File: src/rtl/bist_seq_controller.sv
// bist_seq_controller: BIST sequencer for a 4-input / 1-output benchmark netlist.
// It flushes the netlist with INIT_VEC, applies NUM_PATTERNS vectors from a
// 4-bit Fibonacci LFSR, and compacts the response in an 8-bit Galois MISR.
// The final signature is then checked against cfg_golden.
module bist_seq_controller #(
  parameter int unsigned NUM_PATTERNS = 64,
  parameter int unsigned INIT_CYCLES  = 4,
  parameter logic [3:0]  INIT_VEC     = 4'b0000,
  parameter logic [3:0]  LFSR_SEED    = 4'b0001,
  parameter logic [7:0]  MISR_POLY    = 8'h1D
) (
  input  logic       clock,
  input  logic       rst_n,
  input  logic       start,
  input  logic       abort,
  input  logic [7:0] cfg_golden,
  output logic [3:0] dut_in,
  input  logic       dut_f,
  output logic       busy,
  output logic       done,
  output logic       pass,
  output logic [7:0] signature
);

  localparam int unsigned IW = $clog2(INIT_CYCLES + 1);
  localparam int unsigned PW = $clog2(NUM_PATTERNS + 1);
  localparam logic [IW-1:0] INIT_LAST = IW'(INIT_CYCLES - 1);
  localparam logic [PW-1:0] PAT_LAST  = PW'(NUM_PATTERNS - 1);
  // An all-zero seed would lock the LFSR, so it is replaced by 1.
  localparam logic [3:0] SEED = (LFSR_SEED == 4'b0000) ? 4'b0001 : LFSR_SEED;

  typedef enum logic [2:0] {
    S_IDLE,
    S_INIT,
    S_RUN,
    S_COMPARE,
    S_DONE
  } state_t;

  state_t        r_state;
  logic [3:0]    r_dut_in;
  logic [3:0]    r_lfsr;      // value that the next RUN cycle will drive
  logic [7:0]    r_sig;
  logic          r_busy;
  logic          r_done;
  logic          r_pass;
  logic [IW-1:0] r_init_cnt;
  logic [PW-1:0] r_pat_cnt;

  logic [3:0]    w_lfsr_next;
  logic [7:0]    w_misr_next;

  // Next-state functions of the pattern generator and the response compactor.
  assign w_lfsr_next = {r_lfsr[2:0], r_lfsr[3] ^ r_lfsr[2]};
  assign w_misr_next = {r_sig[6:0], 1'b0}
                     ^ (r_sig[7] ? MISR_POLY : 8'h00)
                     ^ {7'b0, dut_f};

  // Sequencer: one FSM with every output registered on the state edge.
  // NOTE: all state here uses non-blocking assignments so every register
  // samples pre-edge values, e.g. the MISR uses the signature of this cycle.
  always_ff @(posedge clock) begin
    if (!rst_n || abort) begin
      r_state    <= S_IDLE;
      r_dut_in   <= INIT_VEC;
      r_busy     <= 1'b0;
      r_done     <= 1'b0;
      r_pass     <= 1'b0;
      r_lfsr     <= SEED;
      r_init_cnt <= '0;
      r_pat_cnt  <= '0;
      // An abort leaves the partial signature visible for debug.
      if (!rst_n) r_sig <= '0;
    end else begin
      case (r_state)
        S_IDLE, S_DONE: begin
          if (start) begin
            r_state    <= S_INIT;
            r_busy     <= 1'b1;
            r_done     <= 1'b0;
            r_pass     <= 1'b0;
            r_sig      <= '0;
            r_lfsr     <= SEED;
            r_init_cnt <= '0;
            r_dut_in   <= INIT_VEC;
          end
        end
        S_INIT: begin
          if (r_init_cnt == INIT_LAST) begin
            r_state   <= S_RUN;
            r_pat_cnt <= '0;
            r_dut_in  <= r_lfsr;
            r_lfsr    <= w_lfsr_next;
          end else begin
            r_init_cnt <= r_init_cnt + IW'(1);
          end
        end
        S_RUN: begin
          r_sig <= w_misr_next;
          if (r_pat_cnt == PAT_LAST) begin
            r_state  <= S_COMPARE;
            r_dut_in <= INIT_VEC;
          end else begin
            r_pat_cnt <= r_pat_cnt + PW'(1);
            r_dut_in  <= r_lfsr;
            r_lfsr    <= w_lfsr_next;
          end
        end
        S_COMPARE: begin
          r_state <= S_DONE;
          r_busy  <= 1'b0;
          r_done  <= 1'b1;
          r_pass  <= (r_sig == cfg_golden);
        end
        default: begin
          r_state <= S_IDLE;
        end
      endcase
    end
  end

  assign dut_in    = r_dut_in;
  assign busy      = r_busy;
  assign done      = r_done;
  assign pass      = r_pass;
  assign signature = r_sig;

endmodule

File: config.mk
export PLATFORM = sky130hd
export DESIGN_NAME = bist_seq_controller
export DESIGN_NICKNAME = d
export VERILOG_FILES = /design/src/rtl/bist_seq_controller.sv
export SDC_FILE = /design/constraint.sdc
export NUM_CORES = 1
export LEC_CHECK = 0
export CAP_MARGIN = 20
export CORE_UTILIZATION = 30
export CTS_CLUSTER_DIAMETER = 100
export DETAILED_ROUTE_END_ITERATION = 10
export GPL_ROUTABILITY_DRIVEN = 0
export PLACE_DENSITY_LB_ADDON = 0.08
export SLEW_MARGIN = 10
export SYNTH_ARGS = -nofsm -noshare
export SYNTH_HDL_FRONTEND = slang
export SYNTH_SLANG_ARGS = --single-unit
File: constraint.sdc
create_clock -name clock -period 3.5 [get_ports clock]
set_input_delay 0.35 -clock clock [delete_from_list [all_inputs] [get_ports clock]]
set_output_delay 0.35 -clock clock [all_outputs]
set_load 0.05 [all_outputs]
==> impl_metrics.ini, run 1 <==
[routing]
route.vias.total = 1299
totalWireLength_microns = 3480
drtPass1Iterations = 4
post_drt_via_cell_ratio = 4.92
avgRoutedWirePerCell_microns = 13.2
route.detailed.drc = 0
routed_antenna_nets = 0
dr.first_iter.drc_count = 43

[timing]
tightestPinTransition_ns = 0.635
rsz0062_at_grt = false
timing.final.hold_violations = 0
slew_viol_final = 0
setup_total_negative_slack_ns = 0
maxSlewHeadroom_pct = 57.1
fmaxAchievable_mhz = 500
worst_clock_skew_ns = 0.00541
post-route-min-period_ns = 2.00
setup_violation_total_in_the_final_timing_report = 0
final_hold_slack_ns = 0.456
post_route_clock_period_utilization_pct = 57.2
final_critical_path_setup_slack_ns = 1.50

[critical_path]
crit_path_start_kind = register
path_buf_inv = 1
critical-path-max-stage-delay_ns = 0.86
critical_path.max_fanout = 6
worst_ep_required_time_ns = 3.15
critical-path-slowest-cell = sky130_fd_sc_hd__clkdlybuf4s50_1
cp-end-kind = output pin
reg2reg_setup_slack_ns = 1.69
crit_path_max_delay_family = buffers and inverters
critPathArrivalTime_ns = 1.65
timing.critical_path.cells = clkdlybuf4s50_1
criticalPathCategory = register to output pin

[yosys]
synth_area_per_cell_sq_um = 9.60
synth.lib_cells_used.distinct = 42
share_of_async_settable_or_async_resettable_flops_after_synthesis_pct = 0
yosysWarnings = 0
synthCells = 168
synth-edff-count = 8
post_synthesis_instance_area_sq_mm = 0.00161
postSynthNetCount = 184
synth.ff_latch_count = 32
synthFlopType = sky130_fd_sc_hd__dfxtp_1
ys_seq_area_share_pct = 44.7

[final_layout]
most_frequent_standard_cell_in_the_layout_excluding_fill_and_tap_cells = sky130_fd_sc_hd__clkdlybuf4s50_1
total_of_fill_cells_in_the_finished_design = 548
stdcell_count = 264
multi_input_comb_area_sq_um = 798
num_antenna_cells = 0
finish.net_count = 209
final_cell_mix = sky130_fd_sc_hd__clkdlybuf4s50_1, sky130_fd_sc_hd__dfxtp_1, sky130_fd_sc_hd__xnor2_1, sky130_fd_sc_hd__nor2_1
drive_above_1_share_pct = 7.73
area_taken_by_flip_flops_and_latches_sq_um = 721
design_area_sq_mm = 0.00199
area_growth_pct = 23.4

[die]
placeableCoreArea_sq_mm = 0.00514
start_util_pct = 31.4
design.portCount = 28
die_height_microns = 75.3
floorplan.die.width_microns = 75.3
fp.dieArea_sq_mm = 0.00567
placementRows = 26

[clock_tree]
cts-root-buf = sky130_fd_sc_hd__clkbuf_8
clk_pin_slew_ns = 0.07
clk_latency_ns = 0.28
hold_buffers = 0
htree_levels = 2
cts_resizes = 0
cts_buffer_depth = 2
cts_tree = done
number_of_buffers_inserted_by_post_cts_setup_repair = 0
tritoncts_num_sinks = 32
tritoncts.num_buffers = 5

[min_path]
min-delay-path-class = register to register

[global_routing]
antenna_found_initial = 0
vias_in_the_first_global_route = 1188
global_route_wire_length_before_repair_microns = 5580
groute.usage.overall_pct = 13.3
global_route.overflow_total = 0
grt_start_max_net_pins = 17

[placement]
dp_slack_ns = 1.42
port_buffers = 27
hpwlAfterDp_microns = 2600
dpl.cell_count = 256
place_area_sq_mm = 0.00191

[outcome]
outcome = finished clean

[power]
cellPowerDensity_mw_per_mm2 = 379
cellLeakagePower_nw = 0.696
worst_ir_drop_vdd_mv = 0.223

[run]
drv_cap = 0
[per-stage QoR]
stage          utilization, %  total power [mW]
2_1_floorplan               -             0.466
3_3_place_gp             37.1             0.497
3_5_place_dp             37.1             0.498
4_1_cts                  38.7             0.767
5_1_grt                  38.7             0.788
6_report                 38.7             0.755
[path summary, 6_finish.rpt]
| kind | startpoint | endpoint | depth (start not counted) |
|---|---|---|---|
| setup / recovery | signature[7] | signature[7] | 1 |
| hold / removal | done | done | 2 |
| setup reg to reg | r_init_cnt[0] | r_init_cnt[1] | 6 |
| hold reg to reg | done | done | 2 |
[state kept, by name, indices dropped and copies added (netlist names)]
| register | count |
|---|---|
| signature | 8 |
| r_pat_cnt | 7 |
| dut_in | 4 |
| r_lfsr | 4 |
| r_init_cnt | 3 |
| r_state | 3 |
| busy | 1 |
| done | 1 |
| pass | 1 |
[cells by family after synthesis]
family / Yosys count / share of synthesized area (%)
simple gates: 71 / 26.0
flops: 32 / 44.7
xor+xnor: 14 / 7.60
compound gates: 32 / 12.3
fa+ha+maj: 3 / 2.33
buf+inv: 14 / 5.82
mux: 2 / 1.24
[cells in the mapped netlist, types with 2 or more instances]
cell type	count	area [sq um]
sky130_fd_sc_hd__nand2b_1	2	12.5
sky130_fd_sc_hd__and3_1	5	31.3
sky130_fd_sc_hd__a22o_1	2	17.5
sky130_fd_sc_hd__dfxtp_1	24	480
sky130_fd_sc_hd__and2_1	3	18.8
sky130_fd_sc_hd__and3_4	2	22.5
sky130_fd_sc_hd__edfxtp_1	8	240
sky130_fd_sc_hd__nor2_1	13	48.8
sky130_fd_sc_hd__o211ai_1	2	15.0
sky130_fd_sc_hd__or3b_1	2	17.5
sky130_fd_sc_hd__buf_4	5	37.5
sky130_fd_sc_hd__mux2i_1	2	20.0
sky130_fd_sc_hd__nand3_1	12	60.1
sky130_fd_sc_hd__ha_1	3	37.5
sky130_fd_sc_hd__a22oi_1	2	15.0
sky130_fd_sc_hd__a31oi_1	2	12.5
sky130_fd_sc_hd__nand2_1	10	37.5
sky130_fd_sc_hd__o21ai_0	6	30.0
sky130_fd_sc_hd__buf_6	3	33.8
sky130_fd_sc_hd__nand4_1	4	25.0
sky130_fd_sc_hd__nor2b_1	5	31.3
sky130_fd_sc_hd__nand3b_1	2	15.0
sky130_fd_sc_hd__xnor2_1	13	114
sky130_fd_sc_hd__a21oi_1	12	60.1
sky130_fd_sc_hd__clkbuf_1	4	15.0
sky130_fd_sc_hd__or3_1	3	18.8
sky130_fd_sc_hd__inv_1	2	7.51
[power breakdown]
part	internal [mW]	switching (mW)	leakage, nW
clock network	0.135	0.131	0.0453
registers	0.386	0.00873	0.279
logic	0.0421	0.0521	0.372
[routing by layer]
metal / GRT usage [%] / routed length, microns / up-vias
li1: - / - / 650
met1: 15.9 / 1600 / 614
met5: 0 / 0 / -
met4: 5.56 / 58 / 0
met2: 22.1 / 1610 / 29
met3: 4.37 / 208 / 6
[final cells by class]
cell class | instances | area share, %
repair buffers | 30 | 14.7
clock inverters | 3 | 0.692
well taps | 70 | 4.40
clock buffers | 5 | 3.46
flip-flops and latches | 32 | 36.2
multi-input cells | 122 | 40.1
inverters | 2 | 0.377
[worst min-delay path, stage by stage (launching register included)]
cell                      delay [ns]
sky130_fd_sc_hd__dfxtp_1        0.31
sky130_fd_sc_hd__nand2_1        0.05
sky130_fd_sc_hd__a21oi_1        0.05
Power figures use the tool's default switching activity.
==> inputs of run 2 (changes only) <==
==> constraint.sdc (replaced) <==
create_clock -name clock -period 1.7 [get_ports clock]
set_input_delay 0.17 -clock clock [delete_from_list [all_inputs] [get_ports clock]]
set_output_delay 0.17 -clock clock [all_outputs]
set_load 0.05 [all_outputs]
==> impl_metrics.ini, run 2 (synthesis results as in run 1) <==
[outcome]
outcome = finished clean

[critical_path]
criticalPathCategory = register to register
r2r_depth = 6
endpoint = r_pat_cnt[3]
critPathArrivalTime_ns = 1.81
worst_ep_required_time_ns = 1.88
critical_path.reg2reg.startpoint = r_init_cnt[0]
reg2reg_setup_slack_ns = 0.08
critical_path.max_fanout = 3
r2r-end = r_pat_cnt[3]
cp-end-kind = register
launching_element_of_the_worst_setup_path = r_init_cnt[0]
crit_path_start_kind = register

[timing]
fmaxAchievable_mhz = 616
tightestPinTransition_ns = 0.506
final_hold_slack_ns = 0.459
post-route-min-period_ns = 1.62
post_route_clock_period_utilization_pct = 95.4
setup_violation_total_in_the_final_timing_report = 0
slew_viol_final = 0
timing.final.hold_violations = 0
maxSlewHeadroom_pct = 66.1
worst_clock_skew_ns = 0.00574
final_critical_path_setup_slack_ns = 0.0774

[run]
drv_cap = 0

[routing]
dr.first_iter.drc_count = 27
drtPass1Iterations = 4
routed_antenna_nets = 0
avgRoutedWirePerCell_microns = 13.0
totalWireLength_microns = 3690
route.vias.total = 1340
post_drt_via_cell_ratio = 4.72
route.detailed.drc = 0

[final_layout]
largest_register_ffs = 8
design_area_sq_mm = 0.00214
finish.net_count = 229
num_antenna_cells = 0
drive_above_1_share_pct = 23.8
most_frequent_standard_cell_in_the_layout_excluding_fill_and_tap_cells = sky130_fd_sc_hd__buf_4
area_growth_pct = 33.0
final_cell_mix = sky130_fd_sc_hd__buf_4, sky130_fd_sc_hd__dfxtp_1, sky130_fd_sc_hd__clkdlybuf4s50_1

[die]
die_height_microns = 75.3
placementRows = 26
start_util_pct = 31.4
design.portCount = 28
floorplan.die.width_microns = 75.3
fp.dieArea_sq_mm = 0.00567
placeableCoreArea_sq_mm = 0.00514

[clock_tree]
cts-root-buf = sky130_fd_sc_hd__clkbuf_8
htree_levels = 2
clk_latency_ns = 0.29
cts_buffer_depth = 2
cts_tree = done
tritoncts_num_sinks = 32
clk_pin_slew_ns = 0.07
tritoncts.num_buffers = 5

[power]
cellPowerDensity_mw_per_mm2 = 764
cellLeakagePower_nw = 0.815
post-layout-total-power_mw = 1.64
worst_ir_drop_vdd_mv = 0.339

[global_routing]
groute.usage.overall_pct = 14.2
grt_start_max_net_pins = 15
vias_in_the_first_global_route = 1268
antenna_found_initial = 0
global_route.overflow_total = 0
global_route_wire_length_before_repair_microns = 5910

[placement]
place_area_sq_mm = 0.00202
port_buffers = 27
dp_slack_ns = -0.0200
hpwlAfterDp_microns = 2850

[min_path]
min-delay-path-class = register to register
## run 2: cell types whose count changed in the layout (fill, tap and decap cells not counted), moves of 2 or more
cell and change:
sky130_fd_sc_hd__clkbuf_1 +2, sky130_fd_sc_hd__dfxtp_2 +2, sky130_fd_sc_hd__clkdlybuf4s50_1 -11, sky130_fd_sc_hd__buf_4 +31, sky130_fd_sc_hd__clkinv_2 -2, sky130_fd_sc_hd__ha_1 -2
sky130_fd_sc_hd__dfxtp_1 -2
## run 2: worst max-delay path, stage by stage (launching register included)
cell	delay [ns]
sky130_fd_sc_hd__dfxtp_2	0.33
sky130_fd_sc_hd__ha_2	0.20
sky130_fd_sc_hd__ha_4	0.13
sky130_fd_sc_hd__nand4bb_1	0.15
sky130_fd_sc_hd__and2_1	0.25
sky130_fd_sc_hd__a22o_1	0.24
sky130_fd_sc_hd__a22o_1	0.21
## run 2: stage by stage
stage / instances / util (%) / setup TNS, ns
global placement: 274 / 39.3 / -0.0256
global route: 284 / 41.7 / -0.00674
floorplan: 168 / - / 0
finish: 284 / 41.7 / 0
CTS: 282 / 41.0 / 0
detailed placement: 274 / 39.3 / -0.0200
## run 2: area by class of cell
class	instances	area, sq um
clock buffer	8	90.1
fill	549	3000
inverter	2	7.51
multi-input combinational	122	821
sequential	32	723
tap	70	87.6
timing repair buffer	50	415
## run 2: how the worst min path moves through the flow
stage                         start         end  slack (ns)  cells past startpoint
after floorplan               start  r_state[2]        0.36                      2
after global placement    r_lfsr[1]   r_lfsr[1]        0.45                      2
after detailed placement  r_lfsr[1]   r_lfsr[1]        0.45                      2
after CTS                 r_lfsr[1]   r_lfsr[1]        0.46                      2
after global routing      r_lfsr[1]   r_lfsr[1]        0.49                      2
final                          busy        busy        0.46                      2
## run 2: what timing repair did
item / in CTS / in global routing
resized for setup: 0 / 6
setup endpoints to repair: 0 / 10
hold buffers: 0 / 0
setup buffers: 0 / 2
## run 2: routing by layer
layer	vias to the layer above	part of all wire, %	GRT usage (%)
li1	690	-	-
met1	611	45	17.0
met2	31	48	23.8
met3	8	4.7	3.17
met4	0	2.2	7.41
met5	-	0	0
## run 2: power by group
part	internal [mW]	switching [mW]
Sequential	0.795	0.0128
Clock	0.330	0.280
Combinational	0.103	0.118
==> inputs of run 3 (changes only) <==
--- a/config.mk
+++ b/config.mk
@@ -11,6 +11,7 @@
 export DETAILED_ROUTE_END_ITERATION = 10
 export GPL_ROUTABILITY_DRIVEN = 0
 export PLACE_DENSITY_LB_ADDON = 0.08
+export REMOVE_ABC_BUFFERS = 1
 export SLEW_MARGIN = 10
 export SYNTH_ARGS = -nofsm -noshare
 export SYNTH_HDL_FRONTEND = slang
==> impl_metrics.ini, run 3 (synthesis results as in run 1) <==
[outcome]
outcome = finished clean

[timing]
worst_clock_skew_ns = 0.00593
post_route_clock_period_utilization_pct = 97.6
timing.final.hold_violations = 0
final_hold_slack_ns = 0.455
rsz0062_at_grt = false
tightestPinTransition_ns = 0.498
final_critical_path_setup_slack_ns = 0.0409
post-route-min-period_ns = 1.66
fmaxAchievable_mhz = 603
slew_viol_final = 0
setup_total_negative_slack_ns = 0
setup_violation_total_in_the_final_timing_report = 0
maxSlewHeadroom_pct = 66.7

[critical_path]
critical_path.max_fanout = 3
r2r_depth = 5
worst_ep_required_time_ns = 1.53
crit_path_start_kind = register
critPathArrivalTime_ns = 1.49
cp-end-kind = output pin
reg2reg_setup_slack_ns = 0.10
critical_path.reg2reg.startpoint = r_state[0]
criticalPathCategory = register to output pin
crit_path_max_delay_family = buffers and inverters
critical-path-slowest-cell = sky130_fd_sc_hd__clkdlybuf4s50_1
timing.critical_path.cells = clkdlybuf4s50_1
launching_element_of_the_worst_setup_path = signature[5]
path_buf_inv = 1
r2r-end = dut_in[3]
critical-path-max-stage-delay_ns = 0.82

[die]
placeableCoreArea_sq_mm = 0.00514
floorplan.die.width_microns = 75.3
die_height_microns = 75.3
design.portCount = 28
placementRows = 26
fp.dieArea_sq_mm = 0.00567
start_util_pct = 31.4

[placement]
hpwlAfterDp_microns = 3020
dp_slack_ns = -0.0337
port_buffers = 27

[power]
worst_ir_drop_vdd_mv = 0.351
cellPowerDensity_mw_per_mm2 = 759
cellLeakagePower_nw = 0.852
post-layout-total-power_mw = 1.70

[final_layout]
final_cell_mix = sky130_fd_sc_hd__buf_4, sky130_fd_sc_hd__dfxtp_1, sky130_fd_sc_hd__clkdlybuf4s50_1
area_growth_pct = 38.6
num_antenna_cells = 0
utilization_pct = 43.5
drive_above_1_share_pct = 25.8
area_taken_by_flip_flops_and_latches_sq_um = 721
largest_register_ffs = 8
total_of_fill_cells_in_the_finished_design = 540
most_frequent_standard_cell_in_the_layout_excluding_fill_and_tap_cells = sky130_fd_sc_hd__buf_4
multi_input_comb_area_sq_um = 843
finish.net_count = 236

[global_routing]
vias_in_the_first_global_route = 1341
global_route.overflow_total = 0
global_route_wire_length_before_repair_microns = 6160
groute.usage.overall_pct = 14.8
grt_start_max_net_pins = 13
antenna_found_initial = 0

[clock_tree]
cts_tree = done
tritoncts_num_sinks = 32
hold_buffers = 0
htree_levels = 2
tritoncts.num_buffers = 5
clk_pin_slew_ns = 0.07
cts-root-buf = sky130_fd_sc_hd__clkbuf_8
clk_latency_ns = 0.28
cts_buffer_depth = 2

[routing]
route.vias.total = 1425
dr.first_iter.drc_count = 57
drtPass1Iterations = 4
totalWireLength_microns = 3980
avgRoutedWirePerCell_microns = 13.7
routed_antenna_nets = 0
route.detailed.drc = 0
post_drt_via_cell_ratio = 4.90

[min_path]
timing.hold.worst_endpoint = done
worst_hold_startpoint = done
worst_hold_path.num_cells = 2
min-delay-path-class = register to register

[run]
drv_cap = 0
==> run 3: changes by cell type in the layout (fill, tap and decap cells not counted), moves of 2 or more <==
cell,delta
sky130_fd_sc_hd__buf_4,+5
sky130_fd_sc_hd__clkdlybuf4s50_1,+2
sky130_fd_sc_hd__dfxtp_1,+2
sky130_fd_sc_hd__dfxtp_2,-2
==> run 3: stage by stage <==
stage / cell area (sq um) / std cells
after floorplan: 1530 / 156
after global placement: 2060 / 280
after detailed placement: 2060 / 280
after CTS: 2180 / 289
after global routing: 2230 / 291
final: 2230 / 291
==> run 3: area by class of cell <==
cell class / count / area share, %
multi-input combinational: 122 / 37.7
sequential: 32 / 32.3
timing repair buffer: 57 / 21.2
clock buffer: 7 / 4.37
tap: 70 / 3.92
inverter: 2 / 0.336
clock inverter: 1 / 0.224
==> run 3: per-layer routing <==
metal	GRT usage (%)	vias to the layer above	routed length (microns)
li1	-	708	-
met1	19.3	678	1900
met2	23.4	32	1860
met3	3.57	7	159
met4	6.17	0	63
met5	0	-	0
==> run 3: power by group <==
part,internal [mW],switching (mW),total (mW),leakage [nW]
sequential,0.795,0.0167,0.811,0.279
clock,0.375,0.285,0.660,0.0534
combinational,0.107,0.117,0.224,0.520
==> run 3: tightest hold or removal path: cells and delay by family, from the launching register on <==
kind | cells | cell delay, ns
flops | 1 | 0.31
compound gates | 1 | 0.05
simple gates | 1 | 0.05
==> run 3: timing repair <==
| action | CTS | global route |
|---|---|---|
| gates cloned | 0 | 0 |
| buffers inserted | 1 | 2 |
| setup endpoints to repair | 1 | 14 |
| pin swaps | 1 | 0 |
| hold endpoints to repair | 0 | 0 |
| gates resized for setup | 2 | 6 |
==> run 3: worst max path at each step <==
stage / to / slack (ns) / cells past startpoint
global placement: dut_in[3] / -0.004 / 5
CTS: dut_in[1] / -0.0004 / 8
finish: signature[5] / 0.04 / 1
floorplan: signature[0] / -0.04 / 3
detailed placement: dut_in[3] / -0.03 / 5
global route: signature[5] / 0.005 / 1
